--- src/rtl/arith_chain_inverse_pipelined.sv ---
// arith_chain_inverse_pipelined: decoder side of the arith chain.
// Recovers x = ((y - K3) + K2) - K1 through a 4-stage stallable pipeline.
//
// Ports:
//   clk, reset            rising-edge clock, synchronous active-high reset
//   data_in/valid_in      chain result y from upstream
//   ready_in              high when a beat can be taken this cycle
//   data_out/err_out      recovered x (low bits) and out-of-range flag
//   valid_out/ready_out   downstream handshake
//   err_count             saturating count of delivered error beats
module arith_chain_inverse_pipelined #(
  parameter int DATA_WIDTH_IN  = 8,
  parameter int DATA_WIDTH_OUT = 10,
  parameter int K1             = 5,
  parameter int K2             = 3,
  parameter int K3             = 10,
  parameter int ERR_CNT_W      = 8
) (
  input  logic                      clk,
  input  logic                      reset,
  input  logic [DATA_WIDTH_OUT-1:0] data_in,
  input  logic                      valid_in,
  output logic                      ready_in,
  output logic [DATA_WIDTH_IN-1:0]  data_out,
  output logic                      err_out,
  output logic                      valid_out,
  input  logic                      ready_out,
  output logic [ERR_CNT_W-1:0]      err_count
);

  // One extra bit of headroom so intermediates stay signed
  // without wrapping for any legal K.
  localparam int IW = DATA_WIDTH_OUT + 1;

  typedef logic signed [IW-1:0] sdata_t;

  localparam sdata_t K1S  = sdata_t'(K1);
  localparam sdata_t K2S  = sdata_t'(K2);
  localparam sdata_t K3S  = sdata_t'(K3);
  localparam sdata_t MAXV = sdata_t'((1 << DATA_WIDTH_IN) - 1);

  logic                     s0_v_q, s0_v_d;
  sdata_t                   s0_q, s0_d;
  logic                     s1_v_q, s1_v_d;
  sdata_t                   s1_q, s1_d;
  logic                     s2_v_q, s2_v_d;
  sdata_t                   s2_q, s2_d;
  logic                     vout_q, vout_d;
  logic [DATA_WIDTH_IN-1:0] dout_q, dout_d;
  logic                     eout_q, eout_d;
  logic [ERR_CNT_W-1:0]     ecnt_q, ecnt_d;

  logic   adv;
  sdata_t t3;
  logic   t3_err;
  logic   deliver_err;

  // Global stall: everything moves only when the output
  // register is empty or being drained this cycle.
  assign adv = !vout_q || ready_out;

  assign t3     = s2_q - K1S;
  assign t3_err = t3[IW-1] || (t3 > MAXV);

  assign deliver_err = vout_q && ready_out && eout_q;

  always_comb begin
    s0_v_d = s0_v_q;
    s0_d   = s0_q;
    s1_v_d = s1_v_q;
    s1_d   = s1_q;
    s2_v_d = s2_v_q;
    s2_d   = s2_q;
    vout_d = vout_q;
    dout_d = dout_q;
    eout_d = eout_q;
    ecnt_d = ecnt_q;

    if (adv) begin
      s0_v_d = valid_in;
      s0_d   = sdata_t'({1'b0, data_in});
      s1_v_d = s0_v_q;
      s1_d   = s0_q - K3S;
      s2_v_d = s1_v_q;
      s2_d   = s1_q + K2S;
      vout_d = s2_v_q;
      // Bubbles keep the last data/err; only valid_out drops.
      if (s2_v_q) begin
        dout_d = t3[DATA_WIDTH_IN-1:0];
        eout_d = t3_err;
      end
    end

    if (deliver_err && (ecnt_q != '1)) begin
      ecnt_d = ecnt_q + 1'b1;
    end
  end

  always_ff @(posedge clk) begin
    if (reset) begin
      s0_v_q <= 1'b0;
      s0_q   <= '0;
      s1_v_q <= 1'b0;
      s1_q   <= '0;
      s2_v_q <= 1'b0;
      s2_q   <= '0;
      vout_q <= 1'b0;
      dout_q <= '0;
      eout_q <= 1'b0;
      ecnt_q <= '0;
    end else begin
      s0_v_q <= s0_v_d;
      s0_q   <= s0_d;
      s1_v_q <= s1_v_d;
      s1_q   <= s1_d;
      s2_v_q <= s2_v_d;
      s2_q   <= s2_d;
      vout_q <= vout_d;
      dout_q <= dout_d;
      eout_q <= eout_d;
      ecnt_q <= ecnt_d;
    end
  end

  assign ready_in  = adv;
  assign valid_out = vout_q;
  assign data_out  = dout_q;
  assign err_out   = eout_q;
  assign err_count = ecnt_q;

endmodule

--- config.mk ---
export PLATFORM = sky130hd
export DESIGN_NAME = arith_chain_inverse_pipelined
export DESIGN_NICKNAME = d
export VERILOG_FILES = /design/src/rtl/arith_chain_inverse_pipelined.sv
export SDC_FILE = /design/constraint.sdc
export NUM_CORES = 1
export LEC_CHECK = 0
export CELL_PAD_IN_SITES_DETAIL_PLACEMENT = 2
export CELL_PAD_IN_SITES_GLOBAL_PLACEMENT = 2
export CORE_UTILIZATION = 35
export DETAILED_ROUTE_END_ITERATION = 6
export HOLD_SLACK_MARGIN = 0.02
export PLACE_DENSITY_LB_ADDON = 0.1
export REMOVE_ABC_BUFFERS = 1
export SLEW_MARGIN = 20
export SYNTH_ARGS = -nofsm -noshare
export SYNTH_HDL_FRONTEND = slang
export SYNTH_SLANG_ARGS = --single-unit
export TNS_END_PERCENT = 5
--- constraint.sdc ---
create_clock -name clk -period 3.45 [get_ports clk]
set_input_delay 1.035 -clock clk [delete_from_list [all_inputs] [get_ports clk]]
set_output_delay 1.035 -clock clk [all_outputs]
set_load 0.1 [all_outputs]
== Yosys cells after proc, flatten, opt, wreduce, memory -nomap -nowiden ==
Cells that the tools add are included.
Storage, ports and cells
  register bits after elaboration: 53
  input bits: 14
  output and inout bits: 19
Cells by class
  $add $sub $neg: 4
  magnitude comparators: 1
  equal/unequal tests: 1
  reduce and logical (&&, ||, !) cells: 7
Operators by type and width (count)
  11-bit by 3-bit adder with 11-bit output (second input constant): 1
  11-bit by 9-bit > comparator with 1-bit output (second input constant): 1
  10-bit by 4-bit subtractor with 11-bit output (second input constant): 1
  11-bit by 4-bit subtractor with 11-bit output (second input constant): 1
  8-bit by 1-bit adder with 8-bit output (second input constant): 1
  8-bit inequality test (second input constant): 1
  1-bit logical AND: 3
  1-bit logical OR: 2
  2-bit AND reduction: 1
  1-bit zero test: 1

== Logic depth before layout (Yosys ltp) ==
Gate-level depths: netlist of run 1.
  depth in word-level cells: 3
  gate-level depth with buffers: 8
  mapped depth without buffers: 6

== Worst setup path after synthesis of run 1 ==
OpenSTA, ideal clock, no wires.
  path type: input port to output port
  start: input port ready_out
  end: output port ready_in
  arrival time: 2.096 ns
  path slack: 0.319 ns
  cell stages on the path: 5
  buffers on the path: 3
  cell sequence: nor2b_1 > buf_2 > inv_2 > clkbuf_1 > buf_2
Between the ends
  word-level cells in the longest chain between the ends: 1
Ends and longest elaborated chain
  start: declaration: line 27  | input logic ready_out,
  1-bit logical OR: line 60  | assign adv = !vout_q || ready_out;
  end: declaration: line 23  | output logic ready_in,
No other way between the ends.

== Final worst setup path of run 1 ==
Same ends and word-level chain as after synthesis.

==> qor.txt, run 1 <==
GPL Wtd Cong = 0.710
HPWL after DPL = 4240 um
CTS hold repair buffers = 0
Clk pin slew, worst setup/hold paths = 90 ps
synthesized area = 0.00242 sq mm
Max Freq = 334 MHz
total number of vias = 2105
post-synthesis sequential area ratio = 43.8%
critical path arrival = 1960 ps
WL final = 6000 um
cts repair resizes = 0
slowest cell delay on critical path = 420 ps
initial core utilization = 37.1%
final setup vio count = 0
Worst Clk Skew = 5.12 ps
FF+latch area = 0.00106 sq mm
vias in the first global route = 2156
antenna violations before repair = 0
Non-Filler Instances = 393
unrepaired setup endpoints after global routing = no
GRT overflow = 0
count of final hold-check violations = 0
Post-synth EDFFs = 0
worst r2r src = valid_out
worst-case reg-to-reg path depth = 6
DRT antenna net count = 0
Port Buffer Count = 32
Die H = 85.2 um
Die W = 85.2 um
pwr/cell area = 438 mW/mm^2
CP Launch Type = input pin
Slew @ Worst Pin = 701 ps
total track usage = 18.6%
dpl cells = 385
wire per inst = 15.3 um
vias per inst = 5.36
CTS Buffer Depth = 2
Synth async-reset ratio = 0%
CTS buffer count = 5
DRC errors left = 0
Final period util = 86.9%
cell family contributing the most delay on the critical path = buffers and inverters
Post CTS Setup Buffer Count = 0
Post-synth top flop = dfxtp_1
reg2reg end = err_out
FP Rows = 29
CTS tree = yes
hold path depth = 2
most frequent cells in the layout = dfxtp_1 (53), nand2_1 (45), nor2_1 (37), a21oi_1 (23), buf_4 (22)
clk root buf = clkbuf_8
minimum hold slack = 462 ps
Design Power = 1.25 mW
status = finished clean
hold path endpoint = s1_v_q
Multi-input gate area = 0.00125 sq mm
antenna cells = 0
Core Area = 0.00653 sq mm
Clock Sinks = 53
largest net degree at the start of global routing = 38
MaxCap Viol Count = 0
IO Pins = 33
HP Start = s1_v_q
Slew Viols, Final = 0
Worst slew margin = 53.2%
average cell area after synthesis = 8.35 sq um
layout cell share with drive strength beyond 1 = 13.9%
number of DRC markers in iteration 0 = 50
WP data required = 2410 ps
count of cell types in the netlist = 46
most common cell after layout, fill and taps aside = dfxtp_1
critical-path cell list = clkdlybuf4s50_1, nor2b_1, inv_2, buf_12
Leak = 1.12 nW
Net count, final = 333
Total Die Area = 0.00726 sq mm
VDD IR-drop max = 0.214 mV
Min-Delay Path Class = flop to flop
Setup crit end kind = output pin
Critical path buffers and inverters = 3
cell count after synthesis = 290
first-pass GRT wire length = 10700 um
Yosys reg bits = 53
crit path kind = input pin to output pin
clock latency on the worst-skew pair = 300 ps
crit path time final = 3000 ps
Pre-Repair DR Iteration Count = 4
Final TNS setup = 0 ps
Synth-to-Final Area Change = 17.9%
CTS H-tree lvls = 2
flop2flop setup slack = 1580 ps
number of fill cells = 757
Max FO, Critical Path = 2
Critical-path top delay cell = clkdlybuf4s50_1
yosys warns = 0
-- through the flow --
| stage | setup WS [ps] | instance area, sq um | util, % |
|---|---|---|---|
| floorplan | -205 | 2350 | - |
| global placement | 432 | 2760 | 42.2 |
| detailed placement | 432 | 2760 | 42.2 |
| CTS | 415 | 2860 | 43.7 |
| global route | 368 | 2860 | 43.7 |
| finish | 453 | 2860 | 43.7 |
-- cell families after synthesis --
family                     after synthesis  synth area share [%]
and+or+nand+nor                        116                  22.1
adders and majority gates                4                  2.07
DFF                                     53                  43.8
muxes                                    3                  1.34
AOI/OAI and AO/OA                       66                  18.9
buffers and inverters                   28                  4.60
xor gates and xnor gates                20                  7.23
-- flip-flops by register name, indices dropped and copies added, names as in the netlist --
register / cells
data_out: 8
err_count: 8
err_out: 1
s0_q: 10
s0_v_q: 1
s1_q: 11
s1_v_q: 1
s2_q: 11
s2_v_q: 1
valid_out: 1
-- metal layers --
metal / track usage (%) / part of all wire, % / vias up
met3: 3.02 / 2.4 / 6
met2: 33.6 / 49 / 30
met5: 0 / 0 / -
li1: - / - / 1050
met1: 22.5 / 47 / 1019
met4: 6.01 / 1.4 / 0
-- report_power, final --
group | internal, mW | total, mW | switching [mW]
Sequential | 0.645 | 0.683 | 0.0380
Clock | 0.182 | 0.385 | 0.203
Combinational | 0.0769 | 0.183 | 0.106
Total | 0.904 | 1.25 | 0.347
-- worst reg2reg max path, delay by kind of cell, from the launching register on --
family,cells,cell delay (ps)
AND/OR/NAND/NOR,3,750
buffers and inverters,2,460
flip-flops,1,330
AO/OA/AOI/OAI,1,250
-- layout make-up --
cell class / instances / area share [%]
Clock buffer: 7 / 3.37
Tap cell: 77 / 3.37
Sequential cell: 53 / 37.1
Timing Repair Buffer: 36 / 10.9
Multi-Input combinational cell: 209 / 43.8
Clock inverter: 1 / 0.175
Inverter: 10 / 1.31
-- cells in the mapped netlist (2+ instances only) --
| master | n | area (sq um) |
|---|---|---|
| a211oi_1 | 20 | 150 |
| xor2_1 | 10 | 87.6 |
| a21oi_1 | 23 | 115 |
| clkbuf_1 | 11 | 41.3 |
| nand3_1 | 7 | 35.0 |
| nor2_1 | 37 | 139 |
| nand2_1 | 45 | 169 |
| inv_1 | 9 | 33.8 |
| nand3b_1 | 2 | 15.0 |
| nand4_1 | 2 | 12.5 |
| nor3_2 | 2 | 20.0 |
| nor2b_1 | 5 | 31.3 |
| xnor2_1 | 10 | 87.6 |
| buf_1 | 2 | 7.51 |
| a41oi_1 | 2 | 17.5 |
| nand2b_1 | 3 | 18.8 |
| o31ai_1 | 2 | 15.0 |
| ha_1 | 4 | 50.1 |
| mux2_2 | 2 | 22.5 |
| a311oi_1 | 4 | 35.0 |
| buf_2 | 5 | 25.0 |
| nor4_1 | 2 | 12.5 |
| dfxtp_1 | 53 | 1060 |
| nor3_1 | 3 | 15.0 |
| o21ai_0 | 4 | 20.0 |
-- worst max-delay path by stage --
stage	to	slack, ps	from	cells after the start
after CTS	ready_in	410	ready_out	4
after floorplan	ready_in	-200	valid_out	2
after global routing	ready_in	370	ready_out	4
final	ready_in	450	ready_out	4
after global placement	ready_in	430	ready_out	4
after detailed placement	ready_in	430	ready_out	4
Note: power is estimated with default switching activity, not from simulation.
==> run 2: changes to the inputs <==
- ABC_AREA: unset -> 1
- CORE_UTILIZATION: 35 -> 33
==> run 2 against run 1 <==
  * Non-clock buffer count up 3
  * Final area up 10%
  * Hold slack better by 17 ps
  * Clock power up 17%
  * Synthesized cell count up 32%
  * Die area up 15%
  * Largest power group unchanged
  * Highest routed layer unchanged
==> qor.txt, run 2 <==
status = finished clean
total number of vias = 2540 (+21%)
Clk pin slew, worst setup/hold paths = 90 ps (about the same)
final core occ = 40.7% (-3.0 points)
Max Freq = 338 MHz (+1.3%)
most common cell after layout, fill and taps aside = nand2_1
most frequent cells in the layout = nand2_1 (71), inv_1 (60), dfxtp_1 (53), o21ai_0 (41), nor2_1 (37)
VDD IR-drop max = 0.166 mV (-22%)
slowest cell delay on critical path = 460 ps (+40 ps)
CTS H-tree lvls = 2 (unchanged)
unrepaired setup endpoints after global routing = no
worst-case reg-to-reg path depth = 7 (+1)
WL final = 7170 um (+19%)
largest net degree at the start of global routing = 37 (-2.6%)
vias in the first global route = 2672 (+24%)
largest family of logic cells by synthesized area = simple AND/OR/NAND/NOR gates
Net count, final = 432 (+30%)
clock latency on the worst-skew pair = 310 ps (about the same)
top cell type by total area after synthesis = dfxtp_1
first-pass GRT wire length = 12600 um (+18%)
Clock Sinks = 53 (unchanged)
dpl cells = 509 (+32%)
MaxCap Viol Count = 0 (unchanged)
Min-Delay Path Class = flop to flop
fin worst setup slack = 492 ps (+39.4 ps)
synthesized area = 0.00264 sq mm (+8.9%)
flop2flop setup slack = 1800 ps (+220 ps)
final setup vio count = 0 (unchanged)
critical path arrival = 1920 ps (-40 ps)
number of fill cells = 939 (+24%)
antenna violations before repair = 0 (unchanged)
Max FO, Critical Path = 4 (+2)
Core Area = 0.00773 sq mm (+18%)
Cell Area, Placed = 0.00303 sq mm (+9.9%)
HPWL after DPL = 5370 um (+27%)
Port Buffer Count = 32 (unchanged)
Final TNS setup = 0 ps (unchanged)
pre-CTS setup slack = 481 ps (+48.6 ps)
crit path kind = input pin to output pin
synth top area cells = dfxtp_1 (40%), nand2_1 (10%), inv_1 (8.5%), o21ai_0 (7.8%), a21oi_1 (5.7%)
hold path depth = 2 (unchanged)
post-synthesis sequential area ratio = 40.2% (-3.6 points)
layout cell share with drive strength beyond 1 = 11.1% (-2.8 points)
HP Start = s0_q[2]
Post CTS Setup Buffer Count = 0 (unchanged)
number of DRC markers in iteration 0 = 38 (-24%)
Synth async-reset ratio = 0% (unchanged)
Synth-to-Final Area Change = 19.3%
minimum hold slack = 479 ps (+17.0 ps)
Die H = 91.4 um (+7.3%)
antenna cells = 0 (unchanged)
GRT overflow = 0 (unchanged)
Non-Filler Instances = 517 (+32%)
total track usage = 18.8% (+0.18 points)
most frequent cell after synthesis = nand2_1
cell count after synthesis = 382 (+32%)
GPL Wtd Cong = 0.802 (+13%)
clk root buf = clkbuf_8
biggest regs = s1_q x11, s2_q x11, s0_q x10
Compound-Gate Fraction of Synth Area = 18.4% (-0.46 points)
Yosys reg bits = 53 (unchanged)
crit path time final = 2960 ps (-39.4 ps)
Final period util = 85.7% (-1.1 points)
Leak = 1.46 nW (+30%)
critical-path cell list = clkdlybuf4s50_1, inv_1, nand2_2, buf_12
wire per inst = 13.9 um (-9.2%)
Die W = 91.4 um (+7.3%)
CTS Buffer Depth = 2 (unchanged)
worst r2r src = valid_out
cts repair resizes = 0 (unchanged)
initial core utilization = 34.1% (-2.9 points)
top cell type's share of synthesized area = 40.2% (-3.6 points)
most instantiated cells after synthesis = nand2_1 (71), inv_1 (60), dfxtp_1 (53), o21ai_0 (41), nor2_1 (37)
Post-synth top flop = dfxtp_1
yosys warns = 0 (unchanged)
CTS buffer count = 5 (unchanged)
Worst slew margin = 64.8% (+12 points)
mux contribution to synthesized area = 0% (-1.3 points)
DRC errors left = 0 (unchanged)
CTS tree = yes
pwr/cell area = 447 mW/mm^2 (+2.0%)
WP data required = 2410 ps (about the same)
count of cell types in the netlist = 34 (-26%)
count of final hold-check violations = 0 (unchanged)
Slew @ Worst Pin = 527 ps (-174 ps)
DRT antenna net count = 0 (unchanged)
final instance area = 0.00315 sq mm (+10%)
Slew Viols, Final = 0 (unchanged)
CTS hold repair buffers = 0 (unchanged)
Critical-path top delay cell = clkdlybuf4s50_1
xor/xnor cell area share of the yosys netlist = 1.99% (-5.2 points)
FP Rows = 32 (+10%)
IO Pins = 33 (unchanged)
Post-synth EDFFs = 0 (unchanged)
Pre-Repair DR Iteration Count = 4 (unchanged)
reg2reg end = data_out[5]
simple-gate share of the synthesized area = 25.7% (+3.6 points)
Worst Clk Skew = 8.81 ps (+3.69 ps)
adder-cell area share of the yosys netlist = 1.90% (-0.17 points)
Setup crit end kind = output pin
Total Die Area = 0.00836 sq mm (+15%)
average cell area after synthesis = 6.91 sq um (-17%)
CP Launch Type = input pin
Design Power = 1.41 mW (+12%)
vias per inst = 4.91 (-8.3%)
hold path endpoint = s0_q[2]
-- run 2: cell types whose count changed after synthesis, moves of 7 or more --
cell / before / now
nand3_1: 7 / 22
a21oi_1: 23 / 30
xnor2_1: 10 / 2
a211oi_1: 20 / 1
inv_1: 9 / 60
o21ai_0: 4 / 41
nand2_1: 45 / 71
-- run 2: logic make-up after synthesis --
kind of cell / Yosys count
compound gates: 89
xor+xnor: 6
fa+ha+maj: 4
buf+inv: 76
flops: 53
simple gates: 154
-- run 2: routing by layer --
| metal | share of wire, % | up-vias | track usage (%) |
|---|---|---|---|
| met5 | 0 | - | 0 |
| met4 | 0.99 | 0 | 4.37 |
| met3 | 2.0 | 7 | 3.10 |
| met2 | 52 | 25 | 34.6 |
| met1 | 45 | 1217 | 22.5 |
| li1 | - | 1291 | - |
-- run 2: cell type report --
| type | count | area, sq um | share of cell area (%) |
|---|---|---|---|
| multi-input combinational | 253 | 1270 | 40.3 |
| clock inverter | 2 | 37.5 | 1.19 |
| inverter | 62 | 233 | 7.40 |
| sequential | 53 | 1060 | 33.7 |
| timing repair buffer | 39 | 338 | 10.7 |
| tap | 102 | 128 | 4.06 |
| clock buffer | 6 | 82.6 | 2.62 |
-- run 2: worst max-delay path by stage --
| stage | start | to | slack [ps] | cells after the start |
|---|---|---|---|---|
| finish | ready_out | ready_in | 490 | 4 |
| global route | ready_out | ready_in | 470 | 4 |
| CTS | ready_out | ready_in | 480 | 4 |
| detailed placement | ready_out | ready_in | 480 | 4 |
| global placement | ready_out | ready_in | 470 | 4 |
| floorplan | valid_out | s2_q[3] | 580 | 5 |
-- run 2: critical path, delay by kind of cell --
kind / cells / cell delay, ps
buffers and inverters: 3 / 720
and+or+nand+nor: 1 / 160
-- run 2: power by group --
| part | switching (mW) | internal (mW) | leakage (nW) |
|---|---|---|---|
| combinational | 0.174 | 0.0904 | 0.966 |
| clock | 0.215 | 0.236 | 0.0574 |
| sequential | 0.0393 | 0.650 | 0.436 |
| total | 0.429 | 0.977 | 1.46 |
